--- src/rtl/vga_sincronismo.sv ---
// 640x480@60 VGA timing generator: pixel-rate divider, h/v raster counters,
// and registered sync/blanking/position outputs all aligned to the same edge.
module vga_sincronismo #(
  parameter int unsigned CLK_DIV   = 2,
  parameter int unsigned H_VISIVEL = 640,
  parameter int unsigned H_FRENTE  = 16,
  parameter int unsigned H_SYNC    = 96,
  parameter int unsigned H_TRAS    = 48,
  parameter int unsigned V_VISIVEL = 480,
  parameter int unsigned V_FRENTE  = 10,
  parameter int unsigned V_SYNC    = 2,
  parameter int unsigned V_TRAS    = 33
) (
  input  logic       clk,
  input  logic       reset_n,
  output logic       hsync,
  output logic       vsync,
  output logic       areaAtiva,
  output logic [9:0] coluna,
  output logic [9:0] linha,
  output logic       pixelTick,
  output logic       fimQuadro
);

  localparam int unsigned DIV_W   = 4;
  localparam int unsigned CNT_W   = 10;
  localparam int unsigned H_TOTAL = H_VISIVEL + H_FRENTE + H_SYNC + H_TRAS;
  localparam int unsigned V_TOTAL = V_VISIVEL + V_FRENTE + V_SYNC + V_TRAS;
  localparam int unsigned HS_INI  = H_VISIVEL + H_FRENTE;
  localparam int unsigned HS_FIM  = HS_INI + H_SYNC;
  localparam int unsigned VS_INI  = V_VISIVEL + V_FRENTE;
  localparam int unsigned VS_FIM  = VS_INI + V_SYNC;

  logic [DIV_W-1:0] div_q, div_d;
  logic [CNT_W-1:0] h_q, h_d, v_q, v_d;
  logic             hsync_q, hsync_d, vsync_q, vsync_d, area_q, area_d;
  logic             pixel_q, pixel_d, fim_q, fim_d;
  logic             tick_c;

  // Next-state: divider, raster counters, and outputs derived from the new position
  always_comb begin
    tick_c  = (div_q == DIV_W'(CLK_DIV - 1));
    div_d   = tick_c ? '0 : div_q + DIV_W'(1);
    h_d     = h_q;
    v_d     = v_q;
    hsync_d = hsync_q;
    vsync_d = vsync_q;
    area_d  = area_q;
    pixel_d = tick_c;
    fim_d   = 1'b0;
    if (tick_c) begin
      if (h_q == CNT_W'(H_TOTAL - 1)) begin
        h_d = '0;
        v_d = (v_q == CNT_W'(V_TOTAL - 1)) ? '0 : v_q + CNT_W'(1);
      end else begin
        h_d = h_q + CNT_W'(1);
      end
      area_d  = (h_d < CNT_W'(H_VISIVEL)) && (v_d < CNT_W'(V_VISIVEL));
      hsync_d = !((h_d >= CNT_W'(HS_INI)) && (h_d < CNT_W'(HS_FIM)));
      vsync_d = !((v_d >= CNT_W'(VS_INI)) && (v_d < CNT_W'(VS_FIM)));
      fim_d   = (h_d == '0) && (v_d == '0);
    end
  end

  // Reset parks the raster on the last pixel so the first tick lands on (0,0)
  always_ff @(posedge clk or negedge reset_n) begin
    if (!reset_n) begin
      div_q   <= '0;
      h_q     <= CNT_W'(H_TOTAL - 1);
      v_q     <= CNT_W'(V_TOTAL - 1);
      hsync_q <= 1'b1;
      vsync_q <= 1'b1;
      area_q  <= 1'b0;
      pixel_q <= 1'b0;
      fim_q   <= 1'b0;
    end else begin
      div_q   <= div_d;
      h_q     <= h_d;
      v_q     <= v_d;
      hsync_q <= hsync_d;
      vsync_q <= vsync_d;
      area_q  <= area_d;
      pixel_q <= pixel_d;
      fim_q   <= fim_d;
    end
  end

  assign coluna    = h_q;
  assign linha     = v_q;
  assign hsync     = hsync_q;
  assign vsync     = vsync_q;
  assign areaAtiva = area_q;
  assign pixelTick = pixel_q;
  assign fimQuadro = fim_q;

endmodule

--- config.mk ---
export PLATFORM = sky130hd
export DESIGN_NAME = vga_sincronismo
export DESIGN_NICKNAME = d
export VERILOG_FILES = /design/src/rtl/vga_sincronismo.sv
export SDC_FILE = /design/constraint.sdc
export NUM_CORES = 1
export LEC_CHECK = 0
export ABC_CLOCK_PERIOD_IN_PS = 2200
export CORE_MARGIN = 4
export CORE_UTILIZATION = 49
export DETAILED_ROUTE_END_ITERATION = 10
export HOLD_SLACK_MARGIN = 0.02
export PLACE_DENSITY = 0.88
export SKIP_LAST_GASP = 1
export SYNTH_ARGS = -nofsm -noshare
export SYNTH_HDL_FRONTEND = slang
export SYNTH_SLANG_ARGS = --single-unit
--- constraint.sdc ---
create_clock -name clk -period 2.2 [get_ports clk]
set_input_delay 0.44 -clock clk [delete_from_list [all_inputs] [get_ports clk]]
set_output_delay 0.44 -clock clk [all_outputs]
set_load 0.02 [all_outputs]
# == Yosys cells after proc, flatten, opt, wreduce, memory -nomap -nowiden ==
# Index checks and enable logic that the tools add are counted.
# op_classes
add_sub_neg,3
magnitude_cmp,6
n_eq_ne,3
mux,7
n_reduce_logical,8
# ops
cell,count
$mux W10,5
$add A10 B1 Y10 const B,2
$eq A10 B10 Y1 const B,2
$logic_not A10 Y1,2
$lt A10 B10 Y1 const B,2
$lt A10 B9 Y1 const B,2
$ge A10 B10 Y1 const B,1
$ge A10 B9 Y1 const B,1
$add A4 B1 Y4 const B,1
$eq A4 B1 Y1 const B,1
$logic_and A1 B1 Y1,4
$mux W4,1
$logic_not A1 Y1,2
$mux W1,1
# totals
ff_bits,29
output_inout_bits,25
wordCells,35

# == Logic depth before layout (Yosys ltp) ==
# Gate-level depths: netlist of the first run.
# depth
depth_word,7
ltp_mapped,9
mapped_depth_nobuf,8

# == Worst setup path after synthesis of the first run ==
# OpenSTA, ideal clock, no wires.
# synth_timing
kind,register -> register
start,"register v_q[0], in the netlist linha[0]"
end,"register fim_q, in the netlist fimQuadro"
setup_time_ps,100
arrival_time_ps,2430
t_required_ps,2100
setup_slack_ps,-330
path_stages_with_launch,10
n_path_buf,1
synth_period_minus_slack_ps,2530
cell_sequence,dfrtp_1 > inv_1 > ha_1 > or4b_4 > or4_4 > buf_6 > a21oi_2 > o221ai_1 > nand4b_1 > nor4bb_1
# synth_via
elab_chain_len,7
word_cells_on_any_way,8
cone_classes,add/sub (1); eq/ne (1); mux (4); reduce/logical (2)
# synth_lines
element,line,source
start: declaration,35,"logic [CNT_W-1:0] h_q, h_d, v_q, v_d;"
start signal: assignment,70,v_q <= CNT_W'(V_TOTAL - 1);
start signal: assignment,79,v_q <= v_d;
$add A10 B1 Y10 or $eq A10 B10 Y1 (tied branches),54,v_d = (v_q == CNT_W'(V_TOTAL - 1)) ? '0 : v_q + CNT_W'(1);
$mux W10,54,
$mux W10 *,52,if (h_q == CNT_W'(H_TOTAL - 1)) begin
$mux W10 *,51,if (tick_c) begin
$logic_not A10 Y1 *,61,fim_d = (h_d == '0) && (v_d == '0);
$logic_and A1 B1 Y1 *,61,
$mux W1 *,51,
net fim_d,37,"logic pixel_q, pixel_d, fim_q, fim_d;"
end signal: assignment,84,fim_q <= fim_d;
end: declaration,37,
# Mark *: on every way through the listed nets, which the timed path passes. The rest lies on a longest branch. The select of a mux whose other input is x is not followed.
# A chain may end at the register's enable or synchronous reset.

# == Worst setup path after layout of the first run ==
# layout_timing
start,"register h_q[1], in the netlist coluna[1]"
end,"register fim_q, in the netlist fimQuadro"
# layout_via
elab_chain_len,6
word_cells_on_any_way,10
cone_classes,add/sub (1); eq/ne (1); mux (5); reduce/logical (3)
# layout_lines
element,line,source
start: declaration,35,
start signal: assignment,69,h_q <= CNT_W'(H_TOTAL - 1);
$add A10 B1 Y10 or $eq A10 B10 Y1 (tied branches),"56, 52",
$mux W10,52,
$mux W10,51,
$logic_not A10 Y1,61,
$logic_and A1 B1 Y1 *,61,
$mux W1 *,51,
net fim_d,37,
# Marks and branches as above.

==> impl_results.md, run 1 <==
- Instance area after placement: ~2400 um^2
- Share of synthesized area occupied by flip-flops and latches: roughly two fifths
- Max Fanout on Critical Path: 9
- Leakage power figure: between 0.001 and 0.0015 uW
- Number of enable-type register cells in the synthesized netlist: 0
- Delay of the slowest cell on the worst path: 0.55 ns
- Number of synthesized register bits: 29
- Worst path buffer plus inverter count: 2
- Number of buffer cells added on primary ports: 26
- Violations in the final reports: negative setup slack
- CTS Buf Count: 5
- Ratio of final minimum period to clock period: 107%
- Post-place setup slack: -0.241 ns
- Post-route design area: roughly 2500 um^2
- Worst path required time: roughly 2.4 ns
- Cell taking the most area after synthesis: dfrtp_1
- Placement row count: 21
- Maximum count of clock buffers along a single path: 2
- Slowest CP cell: dfstp_2
- Netlist Area Pre-Place: between 1500 and 2000 um^2
- Number of antenna diodes: 0
- Final number of hold-violating endpoints: 0
- Share of post-route cells with drive strength above 1: ~30%
- Most frequent cell after synthesis: nand2_1
- Number of H-tree branching levels: 2
- Post-detailed-route count of antenna-violating nets: 0
- Pin count of the biggest net entering global routing: 13
- Avg Inst Size Synth: roughly 8.6 um^2
- Run status: complete, but fails checks
- Clock root buffer: clkbuf_8
- Sum of net half-perimeters after detailed placement: about 3600 um
- Number of iterations in the first detailed-routing pass: 6
- Maximum operating frequency: 423 MHz
- Worst Hold Margin: about 0.46 ns
- Clock slew seen by the registers of the worst setup and hold paths: around 0.06 ns
- Number of top-level design ports: 27
- Final cell count without fillers: 319
- Critical path cell sequence: ha_4 > buf_4 > and3_1 > nand4_1 > buf_4 > o21ai_1 > nand4_1 > nor4bb_2
- Synth Instances: around 210
- Insertion delay to the later sink of the worst-skew pair: 0.29 ns
- Count of warnings emitted by yosys: 0
- Final critical-path required period: around 2.4 ns
- Worst Path Arrival: ~2.6 ns
- Count of max-cap constraint violations: 0
- Post-Route Skew: roughly 0.004 ns
- Core Region: 3470 um^2
- Post-layout net count: 278
- Post-synthesis net count: roughly 220
- Routed length per instance: 16.9 um
- Detailed-route DRC error count: 0
- Number of clock sinks seen by CTS: 29
- Areal power density over the cells: a little under 400 nW/um^2
- Total negative slack for setup checks: -0.298 ns
- DR vias/cell: a little over 6
- Endpoints failing setup: 4
- Routability congestion estimate: slightly above 0.9
- Die footprint: between 4000 and 5000 um^2
- Number of design-rule violations left by the first detailed-router iteration: roughly 270
- Combined global-route utilization of all metal layers: a little over a fifth
- Maximum VDD drop: 363 uV
- Final-report max-slew violation count: 0
- Horiz. Die Dim: between 60 and 70 um
- Effective utilization at floorplan: between 50 and 60%
- Top_reg_cell synth: dfrtp_1
- Cell types occupying the most area after synthesis: dfrtp_1, dfstp_2, nand2_1, o21ai_0, xnor2_1
- Die height: between 60 and 70 um
- Kind of capture point of the worst setup path: flip-flop
- Share of flip-flops with an asynchronous set or reset: between 90% and 100%
- Kind of start point of the critical path: flip-flop
- Commonest cells post-synth: nand2_1, o21ai_0, dfrtp_1, nor2_1
- Hold bufs inserted after CTS: 0
- Worst relative slew slack: between 60% and 70%
- Setup repair after global routing missed its margin: true
- Class of the most critical setup path: reg2reg
- Worst-margin pin slew: roughly 0.5 ns
- Post-synth top area share: ~23%
- TritonCTS clock tree: yes
- Via count of the first global-routing pass: around 1900
- Worst-case setup margin in the final layout: -0.163 ns
- Area added between synthesis and finish: 39.1%
- Total wirelength of the detailed-routed design: 5410 um
- Top cell family by delay on the critical path: simple AND/OR/NAND/NOR gates
- Yosys cell types: 48
- Antenna violations before repair: 0
- Via count: around 2000
- Placed Cells incl. Taps: around 300
- Final global-route overflow total: 0
- Global-route wire length before repair: ~8600 um
- Path category of the worst min-delay check: in2async
==> stage by stage <==
stage / power (uW) / util, %
finish: 982 / 73.5
global route: 1010 / 73.5
CTS: 984 / 71.4
detailed placement: 559 / 68.0
global placement: 559 / 68.0
floorplan: 543 / -
==> flip-flops by register name, summed over array words and instances, names as in the netlist <==
signal     cells
hsync          1
linha         10
coluna        10
div_q          4
fimQuadro      1
areaAtiva      1
vsync          1
pixelTick      1
==> path summary, 6_finish.rpt <==
| kind | start | to | slack [ns] | cells past startpoint |
|---|---|---|---|---|
| hold reg to reg | div_q[0]$_DFF_PN0_ | div_q[0]$_DFF_PN0_ | 0.50 | 1 |
| setup / recovery | coluna[1]$_DFFE_PN1P_ | fimQuadro$_DFF_PN0_ | -0.16 | 8 |
| setup reg to reg | coluna[1]$_DFFE_PN1P_ | fimQuadro$_DFF_PN0_ | -0.16 | 8 |
| max in group asynchronous | reset_n | linha[9]$_DFFE_PN1P_ | 1.13 | 2 |
| hold / removal | reset_n | pixelTick$_DFF_PN0_ | 0.46 | 1 |
| min in group clk | div_q[0]$_DFF_PN0_ | div_q[0]$_DFF_PN0_ | 0.50 | 1 |
==> final cells by class <==
cell class,instances,area (um^2)
fillers,264,920
well taps,46,57.6
repair buffers,67,572
inverters,7,26.3
clock buffers,6,72.6
multi-input cells,162,1060
flip-flops and latches,29,746
clock inverters,2,10.0
==> report_power, final <==
group | switching (uW) | internal [uW]
Sequential | 0 | 534
Combinational | 10.7 | 3.87
Clock | 214 | 219
Total | 225 | 757
==> placed cells by master, fill, tap and decap left out, types with 4 or more instances in the layout <==
| cell | n |
|---|---|
| o21ai_0 | 17 |
| clkdlybuf4s50_1 | 26 |
| dfstp_2 | 12 |
| xnor2_1 | 12 |
| buf_4 | 40 |
| nand4_1 | 8 |
| nand2_1 | 32 |
| dfrtp_2 | 4 |
| a21oi_1 | 6 |
| dfrtp_1 | 13 |
| nand3_1 | 8 |
| and3_1 | 4 |
| nor2_1 | 13 |
| inv_1 | 5 |
| clkbuf_8 | 5 |
==> layer usage <==
metal  global-route usage, %  wire (um)
met1                    29.0       2190
met2                    33.7       2520
met3                    4.36        435
met4                    11.9        259
met5                       0          0
==> logic make-up after synthesis <==
group | Yosys count | share of synthesized area, %
and+or+nand+nor | 89 | 25.3
xor gates and xnor gates | 15 | 7.17
buffers and inverters | 22 | 5.67
AOI/OAI and AO/OA | 54 | 18.6
adders and majority gates | 4 | 2.73
DFF | 29 | 40.4
==> timing repair <==
item / CTS / global route
setup endpoints to repair: 3 / 5
gates resized for setup: 4 / 13
hold endpoints to repair: 0 / 0
pin swaps: 6 / 8
buffers inserted: 3 / 2
No activity file was read; power rests on OpenSTA's default activity.
==> inputs of run 2 (changes only) <==
--- a/config.mk
+++ b/config.mk
@@ -6,7 +6,6 @@
 export NUM_CORES = 1
 export LEC_CHECK = 0
 export ABC_CLOCK_PERIOD_IN_PS = 2200
-export CORE_MARGIN = 4
 export CORE_UTILIZATION = 49
 export DETAILED_ROUTE_END_ITERATION = 10
 export HOLD_SLACK_MARGIN = 0.02
==> impl_results.md, run 2 (synthesis results as in run 1) <==
- Violations in the final reports: negative setup slack
- Ratio of final minimum period to clock period: 106%
- Routed length per instance: about 17 um
- Total wirelength of the detailed-routed design: between 5000 and 6000 um
- Combined global-route utilization of all metal layers: 28.6%
- Most frequent cells in the layout: buf_4, nand2_1, clkdlybuf4s50_1, o21ai_0
- Post-route design area: roughly 2600 um^2
- Placed Cells incl. Taps: roughly 300
- DR vias/cell: 6.14
- Clock root buffer: clkbuf_8
- Via count: approximately 2000
- Path category of the worst min-delay check: in2async
- Final global-route overflow total: 0
- Clock slew seen by the registers of the worst setup and hold paths: around 0.06 ns
- CTS Buf Count: 5
- Kind of capture point of the worst setup path: flip-flop
- Antenna violations before repair: 0
- Maximum count of clock buffers along a single path: 2
- Areal power density over the cells: roughly 400 nW/um^2
- Core Region: ~3500 um^2
- Horiz. Die Dim: between 60 and 70 um
- Post-layout net count: roughly 280
- Final number of hold-violating endpoints: 0
- Number of clock sinks seen by CTS: 29
- Post-Route Skew: approximately 0.0071 ns
- Die height: roughly 63 um
- Total negative slack for setup checks: -0.241 ns
- Final design utilization: approximately three quarters
- Number of buffer cells added on primary ports: 26
- Run status: complete, but fails checks
- Worst-margin pin slew: between 0.5 and 0.6 ns
- Via count of the first global-routing pass: between 1500 and 2000
- Pin count of the biggest net entering global routing: 13
- Sum of net half-perimeters after detailed placement: 3570 um
- Leakage power figure: between 0.001 and 0.0015 uW
- Detailed-route DRC error count: 0
- Routability congestion estimate: 0.953
- Number of H-tree branching levels: 2
- Die footprint: 3990 um^2
- Endpoints failing setup: 3
- Worst Hold Margin: ~0.47 ns
- Commonest non-fill, non-tap cell in the layout: buf_4
- Class of the most critical setup path: reg2reg
- Instance area after placement: around 2300 um^2
- Number of design-rule violations left by the first detailed-router iteration: about 240
- Max Fanout on Critical Path: 2
- Setup repair after global routing missed its margin: true
- Insertion delay to the later sink of the worst-skew pair: ~0.3 ns
- Effective utilization at floorplan: a little over half
- Number of iterations in the first detailed-routing pass: 5
- Worst Path Arrival: 2.53 ns
- Maximum VDD drop: approximately 350 uV
- Final cell count without fillers: 320
- Maximum operating frequency: about 430 MHz
- Post-detailed-route count of antenna-violating nets: 0
- Placement row count: 21
- Worst-case setup margin in the final layout: -0.130 ns
- Count of max-cap constraint violations: 0
- Kind of start point of the critical path: flip-flop
- Worst relative slew slack: 61.6%
- Worst path required time: between 2 and 2.5 ns
- Global-route wire length before repair: between 8000 and 9000 um
- Filler cell count in the final layout: between 200 and 250
- Number of antenna diodes: 0
- Final-report max-slew violation count: 0
- Area added between synthesis and finish: 41.3%
- Final critical-path required period: roughly 2.3 ns
- Share of post-route cells with drive strength above 1: 31.8%
- TritonCTS clock tree: yes
- Number of top-level design ports: 27
-- run 2: cell type report --
type / count / area (um^2) / area share, %
Clock buffer: 7 / 96.3 / 3.72
Inverter: 7 / 26.3 / 1.01
Timing Repair Buffer: 68 / 583 / 22.5
Clock inverter: 1 / 5.00 / 0.193
Sequential cell: 29 / 746 / 28.8
Tap cell: 46 / 57.6 / 2.22
Multi-Input combinational cell: 162 / 1070 / 41.5
-- run 2: worst max-delay path, cell delays in order (launching register included) --
cell and delay [ns]:
dfrtp_2 0.42, inv_2 0.07, ha_1 0.12, or4b_4 0.45, buf_4 0.16, o211ai_1 0.17
a21boi_0 0.13, o21ai_0 0.31, nand4_1 0.15, nor4bb_1 0.26
-- run 2: final timing paths --
| path | cells past startpoint | slack (ns) | end | from |
|---|---|---|---|---|
| max | 9 | -0.13 | fimQuadro$_DFF_PN0_ | linha[1]$_DFFE_PN0P_ |
| min | 1 | 0.47 | linha[5]$_DFFE_PN0P_ | reset_n |
| max reg2reg | 9 | -0.13 | fimQuadro$_DFF_PN0_ | linha[1]$_DFFE_PN0P_ |
| min reg2reg | 1 | 0.49 | div_q[0]$_DFF_PN0_ | div_q[0]$_DFF_PN0_ |
| max in group asynchronous | 2 | 1.13 | coluna[2]$_DFFE_PN1P_ | reset_n |
| min in group clk | 1 | 0.49 | div_q[0]$_DFF_PN0_ | div_q[0]$_DFF_PN0_ |
-- run 2: repair_timing --
action                     4_1_cts  5_1_grt
pin swaps                        9        7
setup endpoints to repair        4        9
gates resized for setup          5       16
gates cloned                     0        0
hold buffers                     0        0
buffers inserted                 3        5
-- run 2: routing by layer --
metal	vias to the layer above	track usage [%]	part of all wire [%]
li1	882	-	-
met5	-	0	0
met4	0	16.6	3.2
met2	129	46.6	48
met1	929	33.0	39
met3	25	8.51	8.9
-- run 2: power breakdown --
group / switching (uW) / total (uW) / internal [uW]
Sequential: 0 / 535 / 535
Clock: 215 / 497 / 282
Combinational: 11.0 / 14.9 / 3.87
Total: 226 / 1050 / 821
-- run 2: stage by stage --
| step | power [uW] | worst slack, ns |
|---|---|---|
| floorplan | 543 | -0.266 |
| global placement | 558 | -0.0887 |
| detailed placement | 559 | -0.174 |
| CTS | 1050 | -0.0515 |
| global route | 1090 | -0.305 |
| finish | 1050 | -0.130 |
